### src/rtl/line_rasterizer_pkg.sv
// Shared widths, screen extent, FSM state encoding and coordinate types for the line rasterizer.
// LINE_RASTERIZER_CLEAR_EN adds the power-up screen-clear state.
package line_pkg;

  localparam int DEF_X_W   = 9;
  localparam int DEF_Y_W   = 8;
  localparam int DEF_COL_W = 3;
  localparam int SCREEN_W  = 320;
  localparam int SCREEN_H  = 240;

  typedef logic [DEF_X_W-1:0]   coord_x_t;
  typedef logic [DEF_Y_W-1:0]   coord_y_t;
  typedef logic [DEF_COL_W-1:0] colour_t;

  typedef enum logic [2:0] {
    ST_IDLE,
    ST_SETUP,
    ST_DRAW,
    ST_DONE
`ifdef LINE_RASTERIZER_CLEAR_EN
    , ST_CLEAR
`endif
  } state_t;

`ifdef LINE_RASTERIZER_CLEAR_EN
  localparam state_t ST_RESET = ST_CLEAR;
`else
  localparam state_t ST_RESET = ST_IDLE;
`endif

endpackage

### src/rtl/line_rasterizer_if.sv
// UI-control / VGA-adapter signal bundle of the line rasterizer.
interface line_rasterizer_if #(
  parameter int X_W   = line_pkg::DEF_X_W,
  parameter int Y_W   = line_pkg::DEF_Y_W,
  parameter int COL_W = line_pkg::DEF_COL_W
);
  logic             start;
  logic [X_W-1:0]   x0;
  logic [X_W-1:0]   x1;
  logic [Y_W-1:0]   y0;
  logic [Y_W-1:0]   y1;
  logic [COL_W-1:0] colour_in;
  logic             plot;
  logic [X_W-1:0]   x;
  logic [Y_W-1:0]   y;
  logic [COL_W-1:0] colour;
  logic             done;

  modport master (output start, x0, x1, y0, y1, colour_in,
                  input  plot, x, y, colour, done);
  modport slave  (input  start, x0, x1, y0, y1, colour_in,
                  output plot, x, y, colour, done);
endinterface

### src/rtl/line_rasterizer_setup.sv
// Combinational Bresenham setup: steep test, axis/endpoint swap, spans and initial error.
module line_setup
  import line_pkg::*;
#(
  parameter int X_W = DEF_X_W,
  parameter int Y_W = DEF_Y_W
) (
  input  logic                  i_x0_unused_guard,
  input  logic [X_W-1:0]        i_x0,
  input  logic [X_W-1:0]        i_x1,
  input  logic [Y_W-1:0]        i_y0,
  input  logic [Y_W-1:0]        i_y1,
  output logic                  o_steep,
  output logic                  o_step_neg,
  output logic [X_W-1:0]        o_a_start,
  output logic [X_W-1:0]        o_a_end,
  output logic [X_W-1:0]        o_b_start,
  output logic signed [X_W:0]   o_dx,
  output logic signed [X_W:0]   o_dy,
  output logic signed [X_W+1:0] o_err
);
  logic [X_W-1:0]      w_y0, w_y1, w_pa0, w_pa1, w_pb0, w_pb1, w_b_end;
  logic signed [X_W:0] w_sx, w_sy, w_ax, w_ay, w_db;
  logic                w_swap;

  always_comb begin
    w_y0 = X_W'(i_y0);
    w_y1 = X_W'(i_y1);
    w_sx = $signed({1'b0, i_x1}) - $signed({1'b0, i_x0});
    w_sy = $signed({1'b0, w_y1}) - $signed({1'b0, w_y0});
    w_ax = w_sx[X_W] ? -w_sx : w_sx;
    w_ay = w_sy[X_W] ? -w_sy : w_sy;
    o_steep = (w_ay > w_ax) && !i_x0_unused_guard;
    // a = major axis, b = minor axis
    w_pa0 = o_steep ? w_y0 : i_x0;
    w_pa1 = o_steep ? w_y1 : i_x1;
    w_pb0 = o_steep ? i_x0 : w_y0;
    w_pb1 = o_steep ? i_x1 : w_y1;
    w_swap    = w_pa0 > w_pa1;
    o_a_start = w_swap ? w_pa1 : w_pa0;
    o_a_end   = w_swap ? w_pa0 : w_pa1;
    o_b_start = w_swap ? w_pb1 : w_pb0;
    w_b_end   = w_swap ? w_pb0 : w_pb1;
    o_dx = $signed({1'b0, o_a_end}) - $signed({1'b0, o_a_start});
    w_db = $signed({1'b0, w_b_end}) - $signed({1'b0, o_b_start});
    o_dy = w_db[X_W] ? -w_db : w_db;
    o_step_neg = w_db[X_W];
    o_err = -$signed({2'b00, o_dx[X_W:1]});
  end
endmodule

### src/rtl/line_rasterizer.sv
// Bresenham line rasterizer: latches a line request, emits one pixel strobe per cycle, four-phase done.
// LINE_RASTERIZER_CLEAR_EN: reset first sweeps colour 0 over the whole screen.
module line_rasterizer
  import line_pkg::*;
#(
  parameter int X_W      = DEF_X_W,
  parameter int Y_W      = DEF_Y_W,
  parameter int COL_W    = DEF_COL_W,
  parameter int SCREEN_W = line_pkg::SCREEN_W,
  parameter int SCREEN_H = line_pkg::SCREEN_H
) (
  input logic              clk,
  input logic              reset,
  line_rasterizer_if.slave bus
);
  if (Y_W > X_W) begin : g_bad_width
    $error("line_rasterizer: Y_W must not exceed X_W");
  end
  if (SCREEN_W > (1 << X_W) || SCREEN_H > (1 << Y_W)) begin : g_bad_screen
    $error("line_rasterizer: screen extent does not fit coordinate widths");
  end

  state_t                r_state, w_next;
  logic [X_W-1:0]        r_x0, r_x1, r_a, r_b, r_a_end;
  logic [Y_W-1:0]        r_y0, r_y1;
  logic [COL_W-1:0]      r_col;
  logic                  r_steep, r_step_neg;
  logic signed [X_W:0]   r_dx, r_dy;
  logic signed [X_W+1:0] r_err, w_err_add, w_err_sub;
  logic                  w_minor_step, w_last;

  logic                  w_steep, w_step_neg;
  logic [X_W-1:0]        w_a_start, w_a_end, w_b_start;
  logic signed [X_W:0]   w_dx, w_dy;
  logic signed [X_W+1:0] w_err;

  line_setup #(.X_W(X_W), .Y_W(Y_W)) u_setup (
    .i_x0_unused_guard(1'b0),
    .i_x0(r_x0), .i_x1(r_x1), .i_y0(r_y0), .i_y1(r_y1),
    .o_steep(w_steep), .o_step_neg(w_step_neg),
    .o_a_start(w_a_start), .o_a_end(w_a_end), .o_b_start(w_b_start),
    .o_dx(w_dx), .o_dy(w_dy), .o_err(w_err)
  );

  assign w_err_add    = r_err + {r_dy[X_W], r_dy};
  assign w_err_sub    = w_err_add - {r_dx[X_W], r_dx};
  assign w_minor_step = !w_err_add[X_W+1] && (w_err_add != '0);
  assign w_last       = (r_a == r_a_end);

`ifdef LINE_RASTERIZER_CLEAR_EN
  logic [X_W-1:0] r_cx;
  logic [Y_W-1:0] r_cy;
  logic           w_clr_last;
  assign w_clr_last = (r_cx == X_W'(SCREEN_W - 1)) && (r_cy == Y_W'(SCREEN_H - 1));

  always_ff @(posedge clk or posedge reset) begin
    if (reset) begin
      r_cx <= '0;
      r_cy <= '0;
    end else if (r_state == ST_CLEAR) begin
      if (r_cx == X_W'(SCREEN_W - 1)) begin
        r_cx <= '0;
        r_cy <= r_cy + Y_W'(1);
      end else begin
        r_cx <= r_cx + X_W'(1);
      end
    end
  end
`endif

  always_ff @(posedge clk or posedge reset) begin
    if (reset) r_state <= ST_RESET;
    else       r_state <= w_next;
  end

  always_comb begin
    w_next     = r_state;
    bus.plot   = 1'b0;
    bus.done   = 1'b0;
    bus.x      = '0;
    bus.y      = '0;
    bus.colour = '0;
    case (r_state)
      ST_IDLE:  if (bus.start) w_next = ST_SETUP;
      ST_SETUP: w_next = ST_DRAW;
      ST_DRAW: begin
        bus.plot   = 1'b1;
        bus.colour = r_col;
        bus.x      = r_steep ? r_b : r_a;
        bus.y      = r_steep ? r_a[Y_W-1:0] : r_b[Y_W-1:0];
        if (w_last) w_next = ST_DONE;
      end
      ST_DONE: begin
        bus.done = 1'b1;
        if (!bus.start) w_next = ST_IDLE;
      end
`ifdef LINE_RASTERIZER_CLEAR_EN
      ST_CLEAR: begin
        // strobe stays low while reset is held in this state
        bus.plot = !reset;
        bus.x    = r_cx;
        bus.y    = r_cy;
        if (w_clr_last) w_next = ST_IDLE;
      end
`endif
      default: w_next = ST_IDLE;
    endcase
  end

  always_ff @(posedge clk or posedge reset) begin
    if (reset) begin
      r_x0 <= '0; r_x1 <= '0; r_y0 <= '0; r_y1 <= '0; r_col <= '0;
      r_steep <= 1'b0; r_step_neg <= 1'b0;
      r_a <= '0; r_b <= '0; r_a_end <= '0;
      r_dx <= '0; r_dy <= '0; r_err <= '0;
    end else begin
      case (r_state)
        ST_IDLE: if (bus.start) begin
          r_x0  <= bus.x0;
          r_x1  <= bus.x1;
          r_y0  <= bus.y0;
          r_y1  <= bus.y1;
          r_col <= bus.colour_in;
        end
        ST_SETUP: begin
          r_steep    <= w_steep;
          r_step_neg <= w_step_neg;
          r_a        <= w_a_start;
          r_a_end    <= w_a_end;
          r_b        <= w_b_start;
          r_dx       <= w_dx;
          r_dy       <= w_dy;
          r_err      <= w_err;
        end
        ST_DRAW: begin
          r_a <= r_a + X_W'(1);
          if (w_minor_step) begin
            r_err <= w_err_sub;
            r_b   <= r_step_neg ? r_b - X_W'(1) : r_b + X_W'(1);
          end else begin
            r_err <= w_err_add;
          end
        end
        default: ;
      endcase
    end
  end
endmodule

### src/flat_wrapper.sv
// flat-port wrapper written by rule: the top's interface ports become plain ports
module line_rasterizer_flat import line_pkg::*;
#(
  parameter int X_W      = DEF_X_W,
  parameter int Y_W      = DEF_Y_W,
  parameter int COL_W    = DEF_COL_W,
  parameter int SCREEN_W = line_pkg::SCREEN_W,
  parameter int SCREEN_H = line_pkg::SCREEN_H
)
  (clk, reset, bus_start, bus_x0, bus_x1, bus_y0, bus_y1, bus_colour_in, bus_plot, bus_x, bus_y, bus_colour, bus_done);
  line_rasterizer_if #(.X_W(X_W), .Y_W(Y_W), .COL_W(COL_W)) bus_i ();
  input logic clk;
  input logic reset;
  input wire logic [$bits(bus_i.start)-1:0] bus_start;
  input wire logic [$bits(bus_i.x0)-1:0] bus_x0;
  input wire logic [$bits(bus_i.x1)-1:0] bus_x1;
  input wire logic [$bits(bus_i.y0)-1:0] bus_y0;
  input wire logic [$bits(bus_i.y1)-1:0] bus_y1;
  input wire logic [$bits(bus_i.colour_in)-1:0] bus_colour_in;
  output wire logic [$bits(bus_i.plot)-1:0] bus_plot;
  output wire logic [$bits(bus_i.x)-1:0] bus_x;
  output wire logic [$bits(bus_i.y)-1:0] bus_y;
  output wire logic [$bits(bus_i.colour)-1:0] bus_colour;
  output wire logic [$bits(bus_i.done)-1:0] bus_done;
  assign bus_i.start = bus_start;
  assign bus_i.x0 = bus_x0;
  assign bus_i.x1 = bus_x1;
  assign bus_i.y0 = bus_y0;
  assign bus_i.y1 = bus_y1;
  assign bus_i.colour_in = bus_colour_in;
  assign bus_plot = bus_i.plot;
  assign bus_x = bus_i.x;
  assign bus_y = bus_i.y;
  assign bus_colour = bus_i.colour;
  assign bus_done = bus_i.done;
  line_rasterizer #(.X_W(X_W), .Y_W(Y_W), .COL_W(COL_W), .SCREEN_W(SCREEN_W), .SCREEN_H(SCREEN_H)) u_core (.clk(clk), .reset(reset), .bus(bus_i));
endmodule
### config.mk
export PLATFORM = sky130hd
export DESIGN_NAME = line_rasterizer_flat
export DESIGN_NICKNAME = d
export VERILOG_FILES = /design/src/rtl/line_rasterizer_pkg.sv /design/src/rtl/line_rasterizer_if.sv /design/src/rtl/line_rasterizer_setup.sv /design/src/rtl/line_rasterizer.sv /design/src/flat_wrapper.sv
export SDC_FILE = /design/constraint.sdc
export NUM_CORES = 1
export LEC_CHECK = 0
export ABC_AREA = 1
export CORE_ASPECT_RATIO = 0.7
export CORE_MARGIN = 8
export CORE_UTILIZATION = 25
export DETAILED_ROUTE_END_ITERATION = 8
export PLACE_DENSITY = 0.51
export SETUP_SLACK_MARGIN = 0.15
export SLEW_MARGIN = 10
export SYNTH_ARGS = -nofsm -noshare
export SYNTH_HDL_FRONTEND = slang
export SYNTH_HIERARCHICAL = 1
export SYNTH_SLANG_ARGS = --single-unit
### constraint.sdc
create_clock -name clk -period 7.9 [get_ports clk]
set_input_delay 1.58 -clock clk [delete_from_list [all_inputs] [get_ports clk]]
set_output_delay 1.58 -clock clk [all_outputs]
set_load 0.02 [all_outputs]
== Word level (Yosys, flattened, before mapping) ==
Index checks and enable logic that the tools add are counted.
Storage, ports and cells
  register bits: 100
  word-level logic and storage cells: 73
  output and inout bits: 22
Cells by class
  equal/unequal tests: 8
  add/subtract/negate cells: 13
  reductions and logical operators: 8
  mux-type cells: 28
  $lt $le $gt $ge: 2
Operators with widths (count)
  $mux W9: 12
  $pmux W9 S2: 2
  $mux W10: 3
  $sub A9 B9 Y10: 3
  $pmux W11 S2: 1
  $neg A10 Y10: 2
  $add A9 B1 Y9 const B: 2
  $mux W8: 2
  $mux W3: 4
  $pmux W3 S4: 1
  $add A11 B11 Y11: 1
  $mux W11: 1
  $neg A9 Y11: 1
  $reduce_bool A11 Y1: 1
  $sub A11 B11 Y11: 1
  $gt A10 B10 Y1: 1
  $neg A9 Y10: 1
  $eq A9 B9 Y1: 1
  $gt A9 B9 Y1: 1
  $sub A8 B8 Y9: 1
  $sub A9 B1 Y9 const B: 1
  $eq A3 B2 Y1 const B: 2
  $ne A2 B1 Y1 const B: 2
  $ne A2 B2 Y1 const B: 2
  other kinds (8): 10

== Depth between registers and ports, before layout ==
Gate-level depths: netlist (run 1).
  word-level depth: 10
  mapped depth: 58
  depth with buffers taken out: 56

== Cells and area by module ==
Netlist (run 1), hierarchy kept.
By module, submodules not included
  line_rasterizer: area each 6032.0 µm², seq. area each 2477.4 µm², cells each 705, instances 1
  line_setup: area each 3676.0 µm², seq. area each 0.0 µm², cells each 675, instances 1

== Least setup slack after synthesis (run 1) ==
OpenSTA, ideal clock, no wires.
  path type: flip-flop to flip-flop
  start: register u_core.r_x0[1]
  end: register u_core.r_dy[6]
  arrival time: 7629 ps
  path buffers: 5
  cell stages (with the launch flop): 52
  period minus slack after synthesis: 7754 ps
  setup slack: 146 ps
  path through: dfrtp_1 -> inv_1 -> ha_1 -> a21oi_1 -> o21bai_1 -> a21oi_1 -> o21bai_1 -> a21oi_1 -> nor2_1 -> nor2_1 -> nor2_1 -> nor2_1 -> nor2_1 -> nor2_1 -> inv_1 -> a21oi_1 -> xnor2_1 -> inv_1 -> [16 not listed] -> nand3_4 -> nand2_4 -> buf_2 -> clkbuf_1 -> o21ai_0 -> ha_1 -> a21oi_1 -> o31ai_1 -> a21o_1 -> a21oi_1 -> o31ai_1 -> a21oi_1 -> nor2_1 -> nor2_1 -> inv_1 -> a21oi_1 -> xnor2_1 -> mux2_2
On the way
  elaborated cells between the ends (all ways): 14
  classes of those cells: 4 x add/sub; 2 x order compare; 8 x mux
RTL lines
  from (decl): line line_rasterizer.sv:24  | logic [X_W-1:0] r_x0, r_x1, r_a, r_b, r_a_end;
  from (signal assigned): line line_rasterizer.sv:119  | r_x0 <= bus.x0;
  $sub A9 B9 Y10: line line_rasterizer_setup.sv:29  | w_sx = $signed({1'b0, i_x1}) - $signed({1'b0, i_x0});
  $neg A10 Y10: line line_rasterizer_setup.sv:31  | w_ax = w_sx[X_W] ? -w_sx : w_sx;
  $mux W10: line line_rasterizer_setup.sv:31
  $gt A10 B10 Y1: line line_rasterizer_setup.sv:33  | o_steep = (w_ay > w_ax) && !i_x0_unused_guard;
  $mux W9 (on tied branches): line line_rasterizer_setup.sv:35, line_rasterizer_setup.sv:36
  $gt A9 B9 Y1: line line_rasterizer_setup.sv:39  | w_swap = w_pa0 > w_pa1;
  $mux W9 (on tied branches): line line_rasterizer_setup.sv:43, line_rasterizer_setup.sv:42
  $sub A9 B9 Y10 (*): line line_rasterizer_setup.sv:45  | w_db = $signed({1'b0, w_b_end}) - $signed({1'b0, o_b_start});
  via u_core.w_step_neg: line line_rasterizer.sv:32  | logic w_steep, w_step_neg;
  $mux W10 (*): line line_rasterizer_setup.sv:46  | o_dy = w_db[X_W] ? -w_db : w_db;
  via u_core.w_dy[6]: line line_rasterizer.sv:34  | logic signed [X_W:0] w_dx, w_dy;
  to (signal assigned): line line_rasterizer.sv:132  | r_dy <= w_dy;
  to (decl): line line_rasterizer.sv:28  | logic signed [X_W:0] r_dx, r_dy;
Mark *: on every way through the listed nets, which the timed path passes. The rest lies on a longest branch.
A chain may end at the register's enable or synchronous reset.

== Worst setup path after layout (run 1) ==
  start: register u_core.r_x1[0]
  end: register u_core.r_dy[4]
On the way
  elaborated cells between the ends (all ways): 14
  classes of those cells: 4 x add/sub; 2 x order compare; 8 x mux
RTL lines
  from (decl): line line_rasterizer.sv:24
  from (signal assigned): line line_rasterizer.sv:120  | r_x1 <= bus.x1;
  $sub A9 B9 Y10: line line_rasterizer_setup.sv:29
  $neg A10 Y10: line line_rasterizer_setup.sv:31
  $mux W10: line line_rasterizer_setup.sv:31
  $gt A10 B10 Y1: line line_rasterizer_setup.sv:33
  $mux W9 (on tied branches): line line_rasterizer_setup.sv:35, line_rasterizer_setup.sv:36
  $gt A9 B9 Y1: line line_rasterizer_setup.sv:39
  $mux W9 (on tied branches): line line_rasterizer_setup.sv:43, line_rasterizer_setup.sv:42
  $sub A9 B9 Y10 (*): line line_rasterizer_setup.sv:45
  via u_core.w_step_neg: line line_rasterizer.sv:32
  $mux W10 (*): line line_rasterizer_setup.sv:46
  via u_core.w_dy[4]: line line_rasterizer.sv:34
Marked as above.

==> results of run 1 <==
[metal layers]
metal	track usage (%)	up-vias	part of all wire (%)
met1	21.2	4235	56
li1	-	4635	-
met2	17.0	199	38
met4	2.32	0	0.63
met3	2.41	14	5.3
met5	0	-	0
[registers in the layout (all words and copies together) (netlist names)]
| register | count |
|---|---|
| u_core/r_dx | 10 |
| u_core/r_x1 | 9 |
| u_core/r_dy | 10 |
| u_core/r_steep | 1 |
| u_core/r_x0 | 9 |
| u_core/r_a_end | 9 |
| u_core/r_step_neg | 1 |
| u_core/r_a | 9 |
| u_core/r_col | 3 |
| u_core/r_y1 | 8 |
| u_core/r_state | 2 |
| u_core/r_b | 9 |
| u_core/r_y0 | 8 |
| u_core/r_err | 11 |
[cell type report]
class / count / area (µm²) / area share [%]
Clock buffer: 10 / 229 / 1.93
Clock inverter: 6 / 93.8 / 0.791
Inverter: 234 / 883 / 7.44
Multi-Input combinational cell: 1011 / 6530 / 55.0
Sequential cell: 99 / 2480 / 20.9
Tap cell: 527 / 659 / 5.56
Timing Repair Buffer: 103 / 993 / 8.37
[Yosys cell counts (24+ instances only)]
master and number:
nand2_1 337, nor2_1 61, xor2_1 46, a21oi_1 75
mux2_2 54, nand4_1 24, clkbuf_1 31, o21ai_0 112
dfrtp_1 99, nand3_1 74, inv_1 224, ha_1 80
[worst min path at each step]
stage,to,slack [ns],cells past startpoint
floorplan,u_core/r_err[10],0.47,2
global placement,u_core/r_err[10],0.49,2
detailed placement,u_core/r_col[1],0.49,1
CTS,u_core/r_col[1],0.51,1
global route,u_core/r_col[0],0.52,1
finish,u_core/r_y1[0],0.51,1
[cells by family (layout without fill, tap and decap cells)]
logic type                 after synthesis  in the layout  share of synthesized area (%)
AOI/OAI and AO/OA                      243            243                           14.0
and+or+nand+nor                        558            562                           25.6
other                                    2              2                         0.0774
muxes                                   55             55                           6.37
xor gates and xnor gates                63             63                           5.76
adders and majority gates               86             86                           11.5
DFF                                     99             99                           25.5
buffers and inverters                  274            353                           11.1
[stage by stage]
| step | hold slack (ns) | utilization [%] | TNS, ns | area, µm² |
|---|---|---|---|---|
| 2_1_floorplan | 0.468 | - | 0 | 9710 |
| 3_3_place_gp | 0.487 | 28.5 | -0.454 | 10900 |
| 3_5_place_dp | 0.493 | 28.5 | -0.584 | 10900 |
| 4_1_cts | 0.510 | 29.5 | 0 | 11300 |
| 5_1_grt | 0.522 | 30.9 | 0 | 11900 |
| 6_report | 0.510 | 30.9 | 0 | 11900 |
[repair_timing]
item | CTS | global route
pin swaps | 1 | 34
setup buffers | 0 | 20
gates resized for setup | 16 | 84
setup endpoints to repair | 9 | 19
cloned | 1 | 5
[layout by cell type, fill, tap and decap left out, drive strengths merged, types with 3 or more instances in the layout]
master / count
o31ai: 3
or2: 3
o22ai: 4
nand4: 25
a32o: 5
clkinv: 4
inv: 234
clkdlybuf4s50: 61
ha: 80
mux2: 54
a21oi: 81
a31oi: 3
o21ai: 128
nor3: 13
nor2: 69
nand3b: 3
nor4: 3
nand3: 86
buf: 40
clkbuf: 12
o211ai: 5
dfrtp: 99
nand2: 359
fa: 6
xnor2: 16
o21bai: 11
xor2: 47
==> summary.md, run 1 <==
| Metric | Value |
|---|---|
| Status | finished clean |
| Port Buffers | 61 |
| Initial DRC Count | 722 |
| Gpl congestion | 0.863 |
| Via count | 9083 |
| Largest cells by area after synthesis | dfrtp_1 26%, nand2_1 13%, ha_1 10%, inv_1 8.7%, mux2_2 6.3% |
| Fin crit period | 7.33 ns |
| Fin. Hold Viols | 0 |
| Clock Tree Root | clkbuf_16 |
| Worst Setup Start Kind | flop |
| First drt pass iteration count | 5 |
| Syn_nets | 1506 |
| Initial core utilization | 25.3% |
| First-pass GRT wire length | 47300 µm |
| CP Depth | 46 |
| Hold Crit Start | u_core/r_y1[0] |
| CTS Buffer Depth | 2 |
| # fillers | 4151 |
| Post-Syn Instances | 1380 |
| Antenna violations before repair | 0 |
| R2R Path Start | u_core/r_x1[0] |
| Sequential share of the synthesized area | 25.5% |
| Hold_buf cts | 0 |
| Yosys reg bits | 99 |
| IO Pins | 62 |
| Most used cell, CP | inv_1 |
| Worst-path maximum fanout | 9 |
| Post-route DRC | 0 |
| Top-area cell type share of the netlist area | 25.5% |
| Core area | 38400 µm² |
| Max incr delay on CP | 0.41 ns |
| CTS Buf Count | 9 |
| Top Family by Delay on Critical Path | compound AO/OA/AOI/OAI gates |
| CTS Sinks | 99 |
| Critical path type | reg -> reg |
| CP endpoint kind | flop |
| Std cell rows | 60 |
| Post-synth EDFFs | 0 |
| Largest net degree at the start of global routing | 63 |
| CP endpoint | u_core/r_dy[4] |
| Synth Warn # | 6 |
| Die area | 45500 µm² |
| CTS clk-pin slew, worst paths | 0.08 ns |
| Worst-Skew Late Latency | 0.39 ns |
| WL/cell | 15.2 µm |
| Crit path from | u_core/r_x1[0] |
| Inst Count DP | 1948 |
| Die Y | 181 µm |
| Final clock skew | 0.0166 ns |
| Die Span X | 252 µm |
| Htree depth | 3 |
| DP Worst Slack | -0.158 ns |
| Reg2Reg Setup Slack | 0.57 ns |
| Area grow syn2layout | 22.2% |
| Area leader, netlist | dfrtp_1 |
| RSZ-0062 raised after global routing | no |
| Period utilisation layout | 92.7% |
| Syn avg cell area | 7.03 µm² |
| Post-DP HPWL | 23500 µm |
| Distinct cells, synth | 48 |
| GRT overflow | 0 |
| Fin worst setup slack | 0.574 ns |
| Share of post-route cells with drive strength above 1 | 16.7% |
| Ys async rst share | 100% |
| Vias per cell | 4.56 |
| R2R Path End | u_core/r_dy[4] |
| Detailed Route WL | 30200 µm |
| Fin. max-slew vios | 0 |
| GR Util All Layers | 13.0% |
| ANT nets after route | 0 |
| Ant. Diodes | 0 |
| Fmax | 136 MHz |
| Worst Path Buf+Inv | 9 |
| Setup Viol. Count Final | 0 |
| Slew @ Worst Pin | 1.02 ns |
| R2R cell count | 46 |
| Hold crit path type | reg -> reg |
| Fin cells | 1990 |
| CTS tree | built |
| Vias in the first global route | 8334 |
| Max-slew headroom | 31.8% |
| Max-cap viol count | 0 |
| Synthesized area | 9710 µm² |
| Dominant synthesized flop cell | dfrtp_1 |
| Worst path arrival time | 7.61 ns |
| Final nets | 1584 |
| Crit-path slowest cell | dfrtp_1 |
| Critical Path RT | 8.18 ns |
Power of run 1 is left out: the tool's default activity adds up to more than one toggle a clock period on the data nets, which glitch-free logic cannot reach.
==> inputs of run 2 (changes only) <==
TNS_END_PERCENT = 5   (was default)
==> run 2 against run 1 <==
Against the previous run:
- final cell count barely moved
- global-route usage down 0.11 points
- sequential share of layout area down 0.053 points
- die area unchanged
- flip-flop and latch count unchanged
- worst setup slack worse by 0.095 ns
- clock skew about the same
- worst hold slack worse by 0.00059 ns
- maximum frequency shrank 1.3%
- core utilization is 0.078 points higher
- cell area grew 0.25%
- clock-buffer cell count unchanged
- highest routed layer unchanged
==> summary.md, run 2 (synthesis gave the netlist of run 1 again) <==
| Metric | Value |
|---|---|
| Hold Crit Start | u_core/r_y1[0] (unchanged) |
| CTS Buf Count | 9 (unchanged) |
| Max reg flops | 11 (unchanged) |
| Htree depth | 3 (unchanged) |
| Initial core utilization | 25.3% (unchanged) |
| Worst hold slack | 0.509 ns (was 0.510 ns) |
| Fin crit period | 7.42 ns (was 7.33 ns) |
| Clock Tree Root | clkbuf_16 (unchanged) |
| Period utilisation layout | 93.9% (was 92.7%) |
| Worst path arrival time | 7.70 ns (was 7.61 ns) |
| DP Worst Slack | -0.158 ns (unchanged) |
| Critical path type | reg -> reg (unchanged) |
| CTS Sinks | 99 (unchanged) |
| Max incr delay on CP | 0.55 ns (was 0.41 ns) |
| Die Y | 181 µm (unchanged) |
| Max-cap viol count | 0 (unchanged) |
| Largest registers | u_core/r_err (11), u_core/r_dx (10), u_core/r_dy (10) (unchanged) |
| Vias per cell | 4.59 (was 4.56) |
| First drt pass iteration count | 5 (unchanged) |
| Detailed Route WL | 30300 µm (was 30200 µm) |
| Reg2Reg Setup Slack | 0.48 ns (was 0.57 ns) |
| Fmax | 135 MHz (was 136 MHz) |
| CTS Buffer Depth | 2 (unchanged) |
| CTS tree | built (unchanged) |
| Worst Setup Start Kind | flop (unchanged) |
| Fin. max-slew vios | 0 (unchanged) |
| Die area | 45500 µm² (unchanged) |
| Hold_buf cts | 0 (unchanged) |
| RSZ-0062 raised after global routing | yes (was no) |
| Ant. Diodes | 0 (unchanged) |
| Post-route DRC | 0 (unchanged) |
| Hold crit path type | reg -> reg (unchanged) |
| Share of post-route cells with drive strength above 1 | 16.9% (was 16.7%) |
| Largest net degree at the start of global routing | 63 (unchanged) |
| Std cell rows | 60 (unchanged) |
| ANT nets after route | 0 (unchanged) |
| Crit-path slowest cell | fa_2 (was dfrtp_1) |
| Final core occ | 31.0% (was 30.9%) |
| Antenna violations before repair | 0 (unchanged) |
| First-pass GRT wire length | 46900 µm (was 47300 µm) |
| Fin. Hold Viols | 0 (unchanged) |
| Post-DP HPWL | 23500 µm (unchanged) |
| Most flops, register | u_core/r_err (unchanged) |
| Fin worst setup slack | 0.479 ns (was 0.574 ns) |
| Most frequent cells in the layout | 330 x nand2_1, 218 x inv_1, 99 x dfrtp_1 (unchanged) |
| Port Buffers | 61 (unchanged) |
| Worst-path maximum fanout | 15 (was 9) |
| Cell Area, Placed | 10900 µm² (unchanged) |
| Setup Viol. Count Final | 0 (unchanged) |
| Post-route cell area | 11900 µm² (about the same) |
| Core area | 38400 µm² (unchanged) |
| CP endpoint kind | flop (unchanged) |
| IO Pins | 62 (unchanged) |
| Die Span X | 252 µm (unchanged) |
| CTS clk-pin slew, worst paths | 0.08 ns (about the same) |
| Hold EP | u_core/r_y1[0] (unchanged) |
| Final clock skew | 0.0167 ns (was 0.0166 ns) |
| Slew @ Worst Pin | 1.02 ns (about the same) |
| Via count | 9138 (was 9083) |
| Final nets | 1585 (was 1584) |
| Initial DRC Count | 799 (was 722) |
| R2R Path Start | u_core/r_x1[1] (was u_core/r_x1[0]) |
| Critical Path RT | 8.18 ns (about the same) |
| GRT overflow | 0 (unchanged) |
| GR Util All Layers | 12.9% (was 13.0%) |
| Min-Delay Path Depth | 1 (unchanged) |
| R2R cell count | 46 (unchanged) |
| WL/cell | 15.2 µm (about the same) |
| R2R Path End | u_core/r_dy[8] (was u_core/r_dy[4]) |
| Vias in the first global route | 8296 (was 8334) |
| Worst-Skew Late Latency | 0.39 ns (about the same) |
| Gpl congestion | 0.863 (unchanged) |
| Max-slew headroom | 31.7% (was 31.8%) |
| Leading cell type in the layout, fill and taps excluded | nand2_1 (unchanged) |
| Area grow syn2layout | 22.5% (was 22.2%) |
| Most used cell, CP | nand2_1 (was inv_1) |
| Status | finished clean (unchanged) |
## run 2: cell types whose count changed in the layout (fill, tap and decap cells not counted), sizes merged
cell    change
clkbuf      +1
## run 2: critical path, delay by kind of cell, from the launching register on
family	cells	cell delay (ns)
buf+inv	8	0.92
xor+xnor	2	0.25
fa+ha+maj	6	1.92
compound gates	8	1.07
flops	1	0.48
simple gates	21	2.41
mux	1	0.26
## run 2: through the flow
stage          setup TNS [ns]  instances
5_1_grt                -0.140       1991
6_report                    0       1991
3_5_place_dp           -0.584       1948
4_1_cts                     0       1964
3_3_place_gp           -0.454       1948
2_1_floorplan               0       1380
## run 2: area by class of cell
type | count | area (µm²)
well taps | 527 | 659
multi-input cells | 1011 | 6540
inverters | 234 | 883
flip-flops and latches | 99 | 2480
clock inverters | 6 | 93.8
repair buffers | 104 | 1020
clock buffers | 10 | 229
fillers | 4144 | 26500
## run 2: worst max-delay path by stage
stage	from	endpoint	slack (ns)	depth (start not counted)
finish	u_core/r_x1[1]	u_core/r_dy[8]	0.48	46
CTS	u_core/r_x0[1]	u_core/r_dy[6]	0.12	48
floorplan	u_core/r_x0[1]	u_core/r_dy[6]	0.24	51
global route	u_core/r_x0[1]	u_core/r_dy[4]	-0.04	53
global placement	u_core/r_x0[1]	u_core/r_dy[9]	-0.23	45
detailed placement	u_core/r_x0[1]	u_core/r_dy[9]	-0.16	45
## run 2: metal layers
metal / up-vias / track usage, % / share of wire [%]
li1: 4634 / - / -
met1: 4258 / 20.9 / 56
met2: 228 / 16.9 / 37
met3: 18 / 2.41 / 6.0
met4: 0 / 2.32 / 0.72
met5: - / 0 / 0
## run 2: repair_timing
action | CTS | global route
gates resized for setup | 11 | 90
buffers inserted | 0 | 20
gates cloned | 0 | 7
pin swaps | 0 | 35
setup endpoints to repair | 9 | 20
Power of run 2 is left out for the same reason.
